### config.mk
export PLATFORM = sky130hd
export DESIGN_NAME = rob_ar_arbiter_flat
export DESIGN_NICKNAME = d
export VERILOG_FILES = /design/src/rtl/rob_ar_arbiter_if.sv /design/src/rtl/rob_ar_arbiter.sv /design/src/flat_wrapper.sv
export SDC_FILE = /design/constraint.sdc
export NUM_CORES = 1
export LEC_CHECK = 0
export BUFFER_PORTS_ARGS = -buffer_cell sky130_fd_sc_hd__buf_4
export CORE_UTILIZATION = 40
export CTS_CLUSTER_SIZE = 24
export DETAILED_ROUTE_END_ITERATION = 10
export HOLD_SLACK_MARGIN = 0.02
export MAX_ROUTING_LAYER = met4
export PLACE_DENSITY_LB_ADDON = 0.05
export SYNTH_ARGS = -nofsm -noshare
export SYNTH_HDL_FRONTEND = slang
export SYNTH_SLANG_ARGS = --single-unit
### constraint.sdc
create_clock -name clk -period 3.2 [get_ports clk]
set_clock_uncertainty 0.05 [all_clocks]
set_input_delay 0.64 -clock clk [delete_from_list [all_inputs] [get_ports clk]]
set_output_delay 0.64 -clock clk [all_outputs]
set_load 0.02 [all_outputs]
### src/rtl/rob_ar_arbiter_if.sv
// Requester-side and reorder-buffer-side AR/R signals of the arbiter.
// master = arbiter view, slave = environment (requesters plus reorder buffer) view.
interface rob_ar_arbiter_if #(
    parameter int DATA_WIDTH = 8,
    parameter int NUM_REQ    = 4
);
    localparam int IDX_W = $clog2(NUM_REQ);
    localparam int LID_W = 4 - IDX_W;

    logic [NUM_REQ*LID_W-1:0]      req_arid_i;
    logic [NUM_REQ-1:0]            req_arvalid_i;
    logic [NUM_REQ-1:0]            req_arready_o;
    logic [NUM_REQ*DATA_WIDTH-1:0] req_rdata_o;
    logic [NUM_REQ*LID_W-1:0]      req_rid_o;
    logic [NUM_REQ-1:0]            req_rvalid_o;
    logic [NUM_REQ-1:0]            req_rready_i;
    logic [3:0]                    m_arid_o;
    logic                          m_arvalid_o;
    logic                          m_arready_i;
    logic [DATA_WIDTH-1:0]         m_rdata_i;
    logic [3:0]                    m_rid_i;
    logic                          m_rvalid_i;
    logic                          m_rready_o;

    modport master (
        input  req_arid_i, req_arvalid_i, req_rready_i,
        input  m_arready_i, m_rdata_i, m_rid_i, m_rvalid_i,
        output req_arready_o, req_rdata_o, req_rid_o, req_rvalid_o,
        output m_arid_o, m_arvalid_o, m_rready_o
    );

    modport slave (
        output req_arid_i, req_arvalid_i, req_rready_i,
        output m_arready_i, m_rdata_i, m_rid_i, m_rvalid_i,
        input  req_arready_o, req_rdata_o, req_rid_o, req_rvalid_o,
        input  m_arid_o, m_arvalid_o, m_rready_o
    );
endinterface

### src/rtl/rob_ar_arbiter.sv
// Round-robin AR arbiter in front of a reorder buffer: tags ARID with requester index,
// caps outstanding reads per requester, and steers R beats back by the ID tag (zero latency).
module rob_ar_arbiter #(
    parameter int DATA_WIDTH = 8,
    parameter int NUM_REQ    = 4,
    parameter int MAX_OUTST  = 4
) (
    input  logic             clk,
    input  logic             rst,
    rob_ar_arbiter_if.master bus
);
    localparam int IDX_W = $clog2(NUM_REQ);
    localparam int LID_W = 4 - IDX_W;
    localparam int CNT_W = $clog2(MAX_OUTST + 1);

    typedef enum logic {IDLE, BUSY} state_t;

    state_t             state_q, state_d;
    logic [IDX_W-1:0]   rr_ptr_q, rr_ptr_d;
    logic [3:0]         arid_q, arid_d;
    logic [CNT_W-1:0]   cnt_q [NUM_REQ];
    logic [CNT_W-1:0]   cnt_d [NUM_REQ];

    logic [NUM_REQ-1:0] eligible;
    logic [NUM_REQ-1:0] grant;
    logic [NUM_REQ-1:0] rvalid;
    logic [NUM_REQ-1:0] r_hs;
    logic [IDX_W-1:0]   ridx;
    logic [IDX_W-1:0]   ptr_eff;
    logic [IDX_W-1:0]   pick;
    logic [IDX_W-1:0]   idx;
    logic               ar_hs;
    logic               found;
    logic               accept;

    // R path: purely combinational steering by the index bits of the returned ID
    assign ridx = bus.m_rid_i[3:LID_W];

    always_comb begin
        rvalid       = '0;
        rvalid[ridx] = bus.m_rvalid_i;
    end

    assign r_hs             = rvalid & bus.req_rready_i;
    assign bus.req_rvalid_o = rvalid;
    assign bus.m_rready_o   = bus.req_rready_i[ridx];
    assign bus.req_rdata_o  = {NUM_REQ{bus.m_rdata_i}};
    assign bus.req_rid_o    = {NUM_REQ{bus.m_rid_i[LID_W-1:0]}};

    always_comb begin
        for (int r = 0; r < NUM_REQ; r++) begin
            eligible[r] = bus.req_arvalid_i[r] && (cnt_q[r] < CNT_W'(MAX_OUTST));
        end
    end

    // On a handshake the pointer advance is visible to the pick in the same cycle
    assign ar_hs   = (state_q == BUSY) && bus.m_arready_i;
    assign ptr_eff = ar_hs ? (arid_q[3:LID_W] + 1'b1) : rr_ptr_q;

    always_comb begin
        found = 1'b0;
        pick  = ptr_eff;
        idx   = '0;
        for (int i = 0; i < NUM_REQ; i++) begin
            idx = ptr_eff + IDX_W'(i);
            if (!found && eligible[idx]) begin
                found = 1'b1;
                pick  = idx;
            end
        end
    end

    assign accept = found && ((state_q == IDLE) || ar_hs) && !rst;
    assign grant  = accept ? (NUM_REQ'(1) << pick) : '0;

    assign bus.req_arready_o = grant;
    assign bus.m_arvalid_o   = (state_q == BUSY);
    assign bus.m_arid_o      = arid_q;

    always_comb begin
        state_d  = state_q;
        arid_d   = arid_q;
        rr_ptr_d = ar_hs ? ptr_eff : rr_ptr_q;
        if (accept) begin
            state_d = BUSY;
            arid_d  = {pick, bus.req_arid_i[pick*LID_W +: LID_W]};
        end else if (ar_hs) begin
            state_d = IDLE;
        end
        for (int r = 0; r < NUM_REQ; r++) begin
            cnt_d[r] = cnt_q[r] + CNT_W'(grant[r]) - CNT_W'(r_hs[r]);
        end
    end

    always_ff @(posedge clk or posedge rst) begin
        if (rst) begin
            state_q  <= IDLE;
            rr_ptr_q <= '0;
            arid_q   <= '0;
            for (int r = 0; r < NUM_REQ; r++) begin
                cnt_q[r] <= '0;
            end
        end else begin
            state_q  <= state_d;
            rr_ptr_q <= rr_ptr_d;
            arid_q   <= arid_d;
            for (int r = 0; r < NUM_REQ; r++) begin
                cnt_q[r] <= cnt_d[r];
            end
        end
    end
endmodule

### src/flat_wrapper.sv
// flat-port wrapper written by rule: the top's interface ports become plain ports
module rob_ar_arbiter_flat 
#(
    parameter int DATA_WIDTH = 8,
    parameter int NUM_REQ    = 4,
    parameter int MAX_OUTST  = 4
)
  (clk, rst, bus_req_arid_i, bus_req_arvalid_i, bus_req_rready_i, bus_m_arready_i, bus_m_rdata_i, bus_m_rid_i, bus_m_rvalid_i, bus_req_arready_o, bus_req_rdata_o, bus_req_rid_o, bus_req_rvalid_o, bus_m_arid_o, bus_m_arvalid_o, bus_m_rready_o);
  rob_ar_arbiter_if #(.DATA_WIDTH(DATA_WIDTH), .NUM_REQ(NUM_REQ)) bus_i ();
  input  logic clk;
  input  logic rst;
  input wire logic [$bits(bus_i.req_arid_i)-1:0] bus_req_arid_i;
  input wire logic [$bits(bus_i.req_arvalid_i)-1:0] bus_req_arvalid_i;
  input wire logic [$bits(bus_i.req_rready_i)-1:0] bus_req_rready_i;
  input wire logic [$bits(bus_i.m_arready_i)-1:0] bus_m_arready_i;
  input wire logic [$bits(bus_i.m_rdata_i)-1:0] bus_m_rdata_i;
  input wire logic [$bits(bus_i.m_rid_i)-1:0] bus_m_rid_i;
  input wire logic [$bits(bus_i.m_rvalid_i)-1:0] bus_m_rvalid_i;
  output wire logic [$bits(bus_i.req_arready_o)-1:0] bus_req_arready_o;
  output wire logic [$bits(bus_i.req_rdata_o)-1:0] bus_req_rdata_o;
  output wire logic [$bits(bus_i.req_rid_o)-1:0] bus_req_rid_o;
  output wire logic [$bits(bus_i.req_rvalid_o)-1:0] bus_req_rvalid_o;
  output wire logic [$bits(bus_i.m_arid_o)-1:0] bus_m_arid_o;
  output wire logic [$bits(bus_i.m_arvalid_o)-1:0] bus_m_arvalid_o;
  output wire logic [$bits(bus_i.m_rready_o)-1:0] bus_m_rready_o;
  assign bus_i.req_arid_i = bus_req_arid_i;
  assign bus_i.req_arvalid_i = bus_req_arvalid_i;
  assign bus_i.req_rready_i = bus_req_rready_i;
  assign bus_i.m_arready_i = bus_m_arready_i;
  assign bus_i.m_rdata_i = bus_m_rdata_i;
  assign bus_i.m_rid_i = bus_m_rid_i;
  assign bus_i.m_rvalid_i = bus_m_rvalid_i;
  assign bus_req_arready_o = bus_i.req_arready_o;
  assign bus_req_rdata_o = bus_i.req_rdata_o;
  assign bus_req_rid_o = bus_i.req_rid_o;
  assign bus_req_rvalid_o = bus_i.req_rvalid_o;
  assign bus_m_arid_o = bus_i.m_arid_o;
  assign bus_m_arvalid_o = bus_i.m_arvalid_o;
  assign bus_m_rready_o = bus_i.m_rready_o;
  rob_ar_arbiter #(.DATA_WIDTH(DATA_WIDTH), .NUM_REQ(NUM_REQ), .MAX_OUTST(MAX_OUTST)) u_core (.clk(clk), .rst(rst), .bus(bus_i));
endmodule
; ---- Yosys cells after proc, flatten, opt, wreduce, memory -nomap -nowiden
; Cells that the tools add are included.
[totals]
register_bits = 19
[op_classes]
add_sub_neg = 12
n_lt_le_gt_ge = 10
shifts = 2
muxes = 23
bitwise_logic = 3
n_reduce_logical = 17
[op_table]
columns = operator, count
row1 = "< comparator 2 x 3 -> 1 bit, second input constant", 5
row2 = adder 3 x 1 -> 3 bit, 4
row3 = "< comparator 3 bit, second input constant", 4
row4 = two-way mux 1 bit, 12
row5 = subtractor 3 x 1 -> 3 bit, 4
row6 = logical AND 1 bit, 11
row7 = binary-select mux 1 bit (select 2 bit), 5
row8 = bitwise AND 4 bit, 2
row9 = two-way mux 2 bit, 4
row10 = variable part select 8 x 4 -> 2 bit, 1
row11 = "adder 2 x 1 -> 2 bit, second input constant", 2
row12 = "adder 2 bit, second input constant", 2
row13 = zero test 1 bit, 4
row14 = two-way mux 4 bit, 1
row15 = "left shift 1 x 2 -> 4 bit, first input constant", 1
row16 = demux 1 bit (select 2 bit), 1
row17 = ">= comparator 2 x 1 -> 1 bit, second input constant", 1
row18 = nonzero test 2 bit, 1
row19 = logical OR 1 bit, 1
row20 = inverter 1 bit, 1

; ---- Depth between registers and ports, before layout
; Gate-level depths: netlist of the first run.
[logic_depth]
depth_word = 19
mapped_depth = 14

; ---- Least setup slack after synthesis of the first run
; No wires, ideal clock.
[synth_path]
path_kind = input -> register
from = input port bus_m_arready_i
to = register u_core.cnt_q[2] (netlist name)
setup_time_ps = 123
t_arrival_ps = 3032
required_time_ps = 3027
slack_ps = -4
cell_stages = 12
path_buffers = 0
path_cell_list = and2_4 -> a21oi_1 -> mux2i_1 -> o21ai_4 -> or3_1 -> ha_1 -> inv_1 -> ha_1 -> inv_1 -> fa_1 -> xnor2_1 -> xnor2_1
[synth_rtl]
columns = element, line_no
row1 = from (decl), flat_wrapper.sv:15  ; input wire logic [$bits(bus_i.m_arready_i)-1:0] bus_m_arready_i;
row2 = "to (signal, indexed assignment)", rob_ar_arbiter.sv:108  ; cnt_q[r] <= cnt_d[r];
row3 = to (decl), rob_ar_arbiter.sv:21  ; logic [CNT_W-1:0] cnt_q [NUM_REQ];

==> results of run 1 <==
-- synthesized netlist by cell type, types with 3 or more instances --
cell and instances:
mux2i_1 4, and2_1 6, nand2_1 7, nor2b_1 4
fa_1 4, inv_1 15, xnor2_1 8, ha_1 8
dfrtp_1 19, buf_4 40, a21oi_1 3, o21ai_0 4
nand2b_1 4, nor2_1 7
-- critical path: cells and delay by family --
family,cells,cell delay (ps)
mux,1,320
buf+inv,3,220
simple gates,2,570
fa+ha+maj,3,800
xor+xnor,2,310
compound gates,2,260
-- per-layer routing --
| layer | part of all wire [%] | global-route usage [%] | vias to the layer above |
|---|---|---|---|
| li1 | - | - | 500 |
| met1 | 45 | 18.13 | 445 |
| met2 | 47 | 23.14 | 32 |
| met3 | 6.5 | 4.464 | 4 |
| met4 | 1.6 | 5.682 | 0 |
| met5 | 0 | - | - |
-- sequential cells by signal (all words and copies together), names as in the netlist --
name / flops
u_core.bus.m_arid_o: 4
u_core.bus.m_arvalid_o: 1
u_core.cnt_q: 12
u_core.rr_ptr_q: 2
-- final timing paths --
path	slack, ps	cells past startpoint	to
min in group asynchronous	470	2	u_core.rr_ptr_q[1]$_DFFE_PP0P_
worst max-delay path	210	13	u_core.cnt_q[2]$_DFF_PP0_
max in group asynchronous	2160	2	u_core.cnt_q[3]$_DFF_PP0_
worst max register to register	220	13	u_core.cnt_q[2]$_DFF_PP0_
worst min register to register	430	1	u_core.cnt_q[5]$_DFF_PP0_
worst min-delay path	430	1	u_core.cnt_q[5]$_DFF_PP0_
-- per-stage QoR --
step / total power, uW / setup TNS [ps] / setup WS (ps) / cell area (um2) / instances
after detailed placement: 1313 / -105.0 / -57.45 / 1638 / 215
after floorplan: 1096 / 0 / 59.41 / 1544 / 162
after global routing: 1610 / 0 / 33.01 / 1683 / 219
final: 1470 / 0 / 206.7 / 1683 / 219
after CTS: 1494 / 0 / 200.3 / 1683 / 219
after global placement: 1308 / -44.06 / -22.87 / 1638 / 215
-- power groups by stage --
stage | clock network [uW] | registers, uW | logic, uW
2_1_floorplan | 0 | 481 | 615
3_3_place_gp | 0 | 460 | 848
3_5_place_dp | 0 | 466 | 847
4_1_cts | 178 | 462 | 854
5_1_grt | 187 | 479 | 945
6_report | 170 | 459 | 841
-- final cells by class --
class                           count  area, um2
Inverter                           16      60.06
Sequential cell                    19      475.5
Multi-Input combinational cell     86      696.9
Tap cell                           48      60.06
Fill cell                         380       2006
Timing Repair Buffer               46      345.3
Clock buffer                        4      45.04
-- kinds of logic after synthesis --
| logic type | count (synthesis) | share of synthesized area [%] |
|---|---|---|
| AO/OA/AOI/OAI | 20 | 9.667 |
| XOR/XNOR | 9 | 5.118 |
| adder cells (fa/ha/maj) | 12 | 11.70 |
| buffers and inverters | 57 | 24.13 |
| flip-flops | 19 | 30.87 |
| multiplexers | 5 | 4.062 |
| AND/OR/NAND/NOR | 40 | 14.46 |
==> results.yml, run 1 <==
status:
  status: "finished clean"
route:
  drc: 0
  viasPerCell: 4.479
  firstDrtPassIters: 4
  wl_per_cell_um: 11.84
  wirelength_mm: 2.594
  vias: 981
  postRouteAntennaNets: 0
  drt-initial-drc-count: 36
timing:
  slew_headroom_pct: 50.55
  setup_viol: 0
  hold_viol: 0
  period_minus_slack_ps: 2993
  tightest_slew_ps: 741.0
  holdWs_ps: 425.4
  fmax_mhz: 334.1
  period_share_pct: 93.54
  grt_setup_unrepaired: "no"
  slew_violations: 0
worst_setup_path:
  slowest_delay_ps: 410
  required_ps: 3340
  worstSetupPathType: "in2reg"
  path_cells: "buf_4 -> and2_4 -> a21oi_2 -> mux2i_1 -> o21ai_4 -> or3_1 -> ha_1 -> inv_1 -> ha_1 -> inv_1 -> fa_1 -> xnor2_1 -> xnor2_1"
  arrival_ps: 3130
  r2r-start: "u_core.bus.m_arid_o[2]$_DFFE_PP0P_"
  path_max_fanout: 5
  crit_slowest_cell: "or3_1"
  crit_path_start_kind: "primary input"
  end_kind: "flip-flop"
  critPathLaunch: "bus_m_arready_i"
logic_synthesis:
  synth-async-reset-ratio_pct: 100.0
  ys_types: 37
  synthesis.area_per_instance_um2: 9.508
  syn-instance-count: 162
  seq_area_frac_synth_pct: 30.87
  syn-num-nets: 206
  ys_ff_latch: 19
  synth_warnings: 0
  yosysTopAreaCell: "dfrtp_1"
  syn_area_um2: 1540
  synth_flop_cell: "dfrtp_1"
  synth_area_leaders: "dfrtp_1 (31%), buf_4 (19%), ha_1 (6.5%)"
  synth-edff-count: 0
  netlist.area_leader.share_pct: 30.87
clock_tree:
  cts_hold_buffers: 0
  clk_pin_slew_worst_paths_ps: 70
  cts.path.max_buffers: 2
  cts_setup_buffers: 0
  postCtsResizedCells: 0
  root_buffer: "clkbuf_8"
  clock_latency_ps: 260
  cts.sinks: 19
  cts_tree: "yes"
  ctsHtreeMaxLevel: 1
  cts_inserted_buffers: 3
power_and_ir_drop:
  netSwitchingPower_uw: 574.7
  peakVddDrop_mv: 0.3067
  swShare_pct: 39.11
  leakagePower_uw: 0.0008269
  p_seq_share_pct: 31.3
  p_per_area_nw_per_um2: 873.2
  pwr-share-comb_pct: 57.2
  pwr-share-clk_pct: 11.6
  internal_power_uw: 894.9
grt:
  grt.total_usage_pct: 14.89
  grt_pass1_wl_mm: 4.471
  grt_max_degree: 20
  grt_pass1_vias: 1014
  antenna_found_initial: 0
  grt_remaining_overflow: 0
min_path:
  worstHoldStart: "u_core.cnt_q[5]$_DFF_PP0_"
  hp-class: "reg2reg"
cells_and_area:
  final_core_util_pct: 45.62
  antenna_cells: 0
  final_nets: 216
  area_growth_pct: 9.261
  final_cell_mix: "buf_4 (46), dfrtp_1 (19), inv_1 (15)"
  final_common_cell: "buf_4"
  drive_gt1_share_pct: 33.33
place:
  dpl.hpwl_mm: 2.127
  port_buffers: 35
  globalplace.congestion: 0.7770
floorplan:
  row_count: 22
  core_um2: 3689
  start_util_pct: 41.76
  io_pins: 86
  dieArea_um2: 4102
  die_h_um: 64.05
  fp.dieW_um: 64.05
run:
  max_cap_viol_count: 0
(Power assumes the default switching activity.)
==> run 2, diff against run 1 <==
--- a/config.mk
+++ b/config.mk
@@ -6,12 +6,14 @@
 export NUM_CORES = 1
 export LEC_CHECK = 0
 export BUFFER_PORTS_ARGS = -buffer_cell sky130_fd_sc_hd__buf_4
-export CORE_UTILIZATION = 40
+export CELL_PAD_IN_SITES_DETAIL_PLACEMENT = 1
+export CELL_PAD_IN_SITES_GLOBAL_PLACEMENT = 1
+export CORE_UTILIZATION = 28
 export CTS_CLUSTER_SIZE = 24
 export DETAILED_ROUTE_END_ITERATION = 10
 export HOLD_SLACK_MARGIN = 0.02
-export MAX_ROUTING_LAYER = met4
 export PLACE_DENSITY_LB_ADDON = 0.05
+export REMOVE_ABC_BUFFERS = 1
 export SYNTH_ARGS = -nofsm -noshare
 export SYNTH_HDL_FRONTEND = slang
 export SYNTH_SLANG_ARGS = --single-unit
==> results.yml, run 2 (synthesis gave the netlist of run 1 again) <==
worst_setup_path:
  required_ps: 3340
  cpLargestDelayFamily: "adder cells"
  worstSetupPathType: "in2reg"
  crit_path_start_kind: "primary input"
  end_kind: "flip-flop"
  path_cells: "buf_4 -> and2_4 -> mux2i_2 -> a221o_1 -> and2_4 -> or3_4 -> ha_1 -> inv_1 -> ha_1 -> inv_1 -> fa_2 -> xnor2_1 -> xnor2_1"
  path_max_fanout: 5
  arrival_ps: 3180
  crit_slowest_cell: "a221o_1"
  path_buf_inv: 3
  slowest_delay_ps: 350
timing:
  period_minus_slack_ps: 3048
  setup_viol: 0
  period_share_pct: 95.26
  hold_viol: 0
  tightest_slew_ps: 782.8
  grt_setup_unrepaired: "no"
  fmax_mhz: 328.0
  slew_violations: 0
  slew_headroom_pct: 47.75
clock_tree:
  cts_hold_buffers: 0
  clock_latency_ps: 260
  postCtsResizedCells: 0
  cts.sinks: 19
  clk_pin_slew_worst_paths_ps: 80
  cts_tree: "yes"
  cts.path.max_buffers: 2
  root_buffer: "clkbuf_8"
  ctsHtreeMaxLevel: 1
  cts_setup_buffers: 0
  cts_inserted_buffers: 3
power_and_ir_drop:
  p_seq_share_pct: 29.6
  p_per_area_nw_per_um2: 886.1
  peakVddDrop_mv: 0.2087
  pwr-share-comb_pct: 59.3
  netSwitchingPower_uw: 626.9
  swShare_pct: 39.87
  leakagePower_uw: 0.0008525
  pwr-share-clk_pct: 11.2
  internal_power_uw: 945.3
route:
  postRouteAntennaNets: 0
  viasPerCell: 4.520
  drt-initial-drc-count: 28
  firstDrtPassIters: 4
  vias: 1112
  drc: 0
  wirelength_mm: 3.668
  wl_per_cell_um: 14.91
cells_and_area:
  fillers: 630
  drive_gt1_share_pct: 40.34
  finalInstanceArea_um2: 1774
  antenna_cells: 0
  final_cell_mix: "buf_4 (51), dfrtp_1 (17), inv_1 (15)"
  final_nets: 221
  top_register: "u_core.cnt_q"
  largest_reg_flops: 12
  final_core_util_pct: 34.09
  final_common_cell: "buf_4"
  stdcell_count: 246
  area_growth_pct: 15.19
place:
  placed_cell_area_um2: 1699
  dpl.hpwl_mm: 3.095
  place_inst: 242
  globalplace.congestion: 0.7301
  port_buffers: 35
floorplan:
  start_util_pct: 29.59
  die_h_um: 76.17
  io_pins: 86
  row_count: 26
  fp.dieW_um: 76.17
  core_um2: 5205
  dieArea_um2: 5801
grt:
  grt_max_degree: 20
  antenna_found_initial: 0
  grt_pass1_vias: 1290
  grt_remaining_overflow: 0
  grt.total_usage_pct: 13.56
  grt_pass1_wl_mm: 6.134
min_path:
  hp-class: "reg2reg"
run:
  max_cap_viol_count: 0
status:
  status: "finished clean"
run 2: metrics by stage:
stage          setup slack [ps]  hold WS (ps)  setup TNS [ps]  power (uW)
2_1_floorplan            -4.280         388.1          -4.280       995.3
3_3_place_gp             -182.3         404.3          -279.5        1352
3_5_place_dp             -202.7         409.6          -532.7        1383
4_1_cts                   65.11         425.6               0        1566
5_1_grt                   6.978         437.9               0        1733
6_report                  151.6         416.5               0        1572
run 2: worst register-to-register path: stages (launching register included):
cell and delay, ps:
dfrtp_2 450, and2_4 160, mux2i_2 160, a221o_1 350, and2_4 190, or3_4 340
ha_1 300, inv_1 60, ha_1 140, inv_1 60, fa_2 340, xnor2_1 190
xnor2_1 140
run 2: per-layer routing:
layer  GRT usage, %  up-vias  wire, um
li1               -      511         -
met1          15.19      539      1602
met2          22.64       58      1740
met3          6.467        4       288
met4          4.038        0        36
met5          1.818        -         0
run 2: path summary, 6_finish.rpt:
check                                              startpoint                            endpoint  slack (ps)  depth (start not counted)
hold reg to reg                     u_core.cnt_q[5]$_DFF_PP0_           u_core.cnt_q[5]$_DFF_PP0_         420                          1
setup / recovery                              bus_m_arready_i           u_core.cnt_q[2]$_DFF_PP0_         150                         13
setup reg to reg           u_core.bus.m_arvalid_o$_DFFE_PP0P_           u_core.cnt_q[2]$_DFF_PP0_         210                         12
max in group asynchronous                                 rst  u_core.bus.m_arid_o[2]$_DFFE_PP0P_        2080                          2
min in group asynchronous                                 rst  u_core.bus.m_arvalid_o$_DFFE_PP0P_         480                          2
hold / removal                      u_core.cnt_q[5]$_DFF_PP0_           u_core.cnt_q[5]$_DFF_PP0_         420                          1
run 2: power by group through the flow:
stage                     logic [uW]  clock network (uW)  registers (uW)
after floorplan                  514                   0             481
after global placement           889                   0             463
after detailed placement         913                   0             471
after CTS                        917                 183             466
after global routing            1050                 196             488
final                            932                 175             465
run 2: area by class of cell:
class / count / area, um2 / area share [%]
Clock inverter: 1 / 5.005 / 0.2821
Tap cell: 70 / 87.58 / 4.937
Clock buffer: 3 / 41.29 / 2.327
Inverter: 16 / 60.06 / 3.385
Timing Repair Buffer: 51 / 382.9 / 21.58
Sequential cell: 19 / 478.0 / 26.94
Multi-Input combinational cell: 86 / 719.4 / 40.55
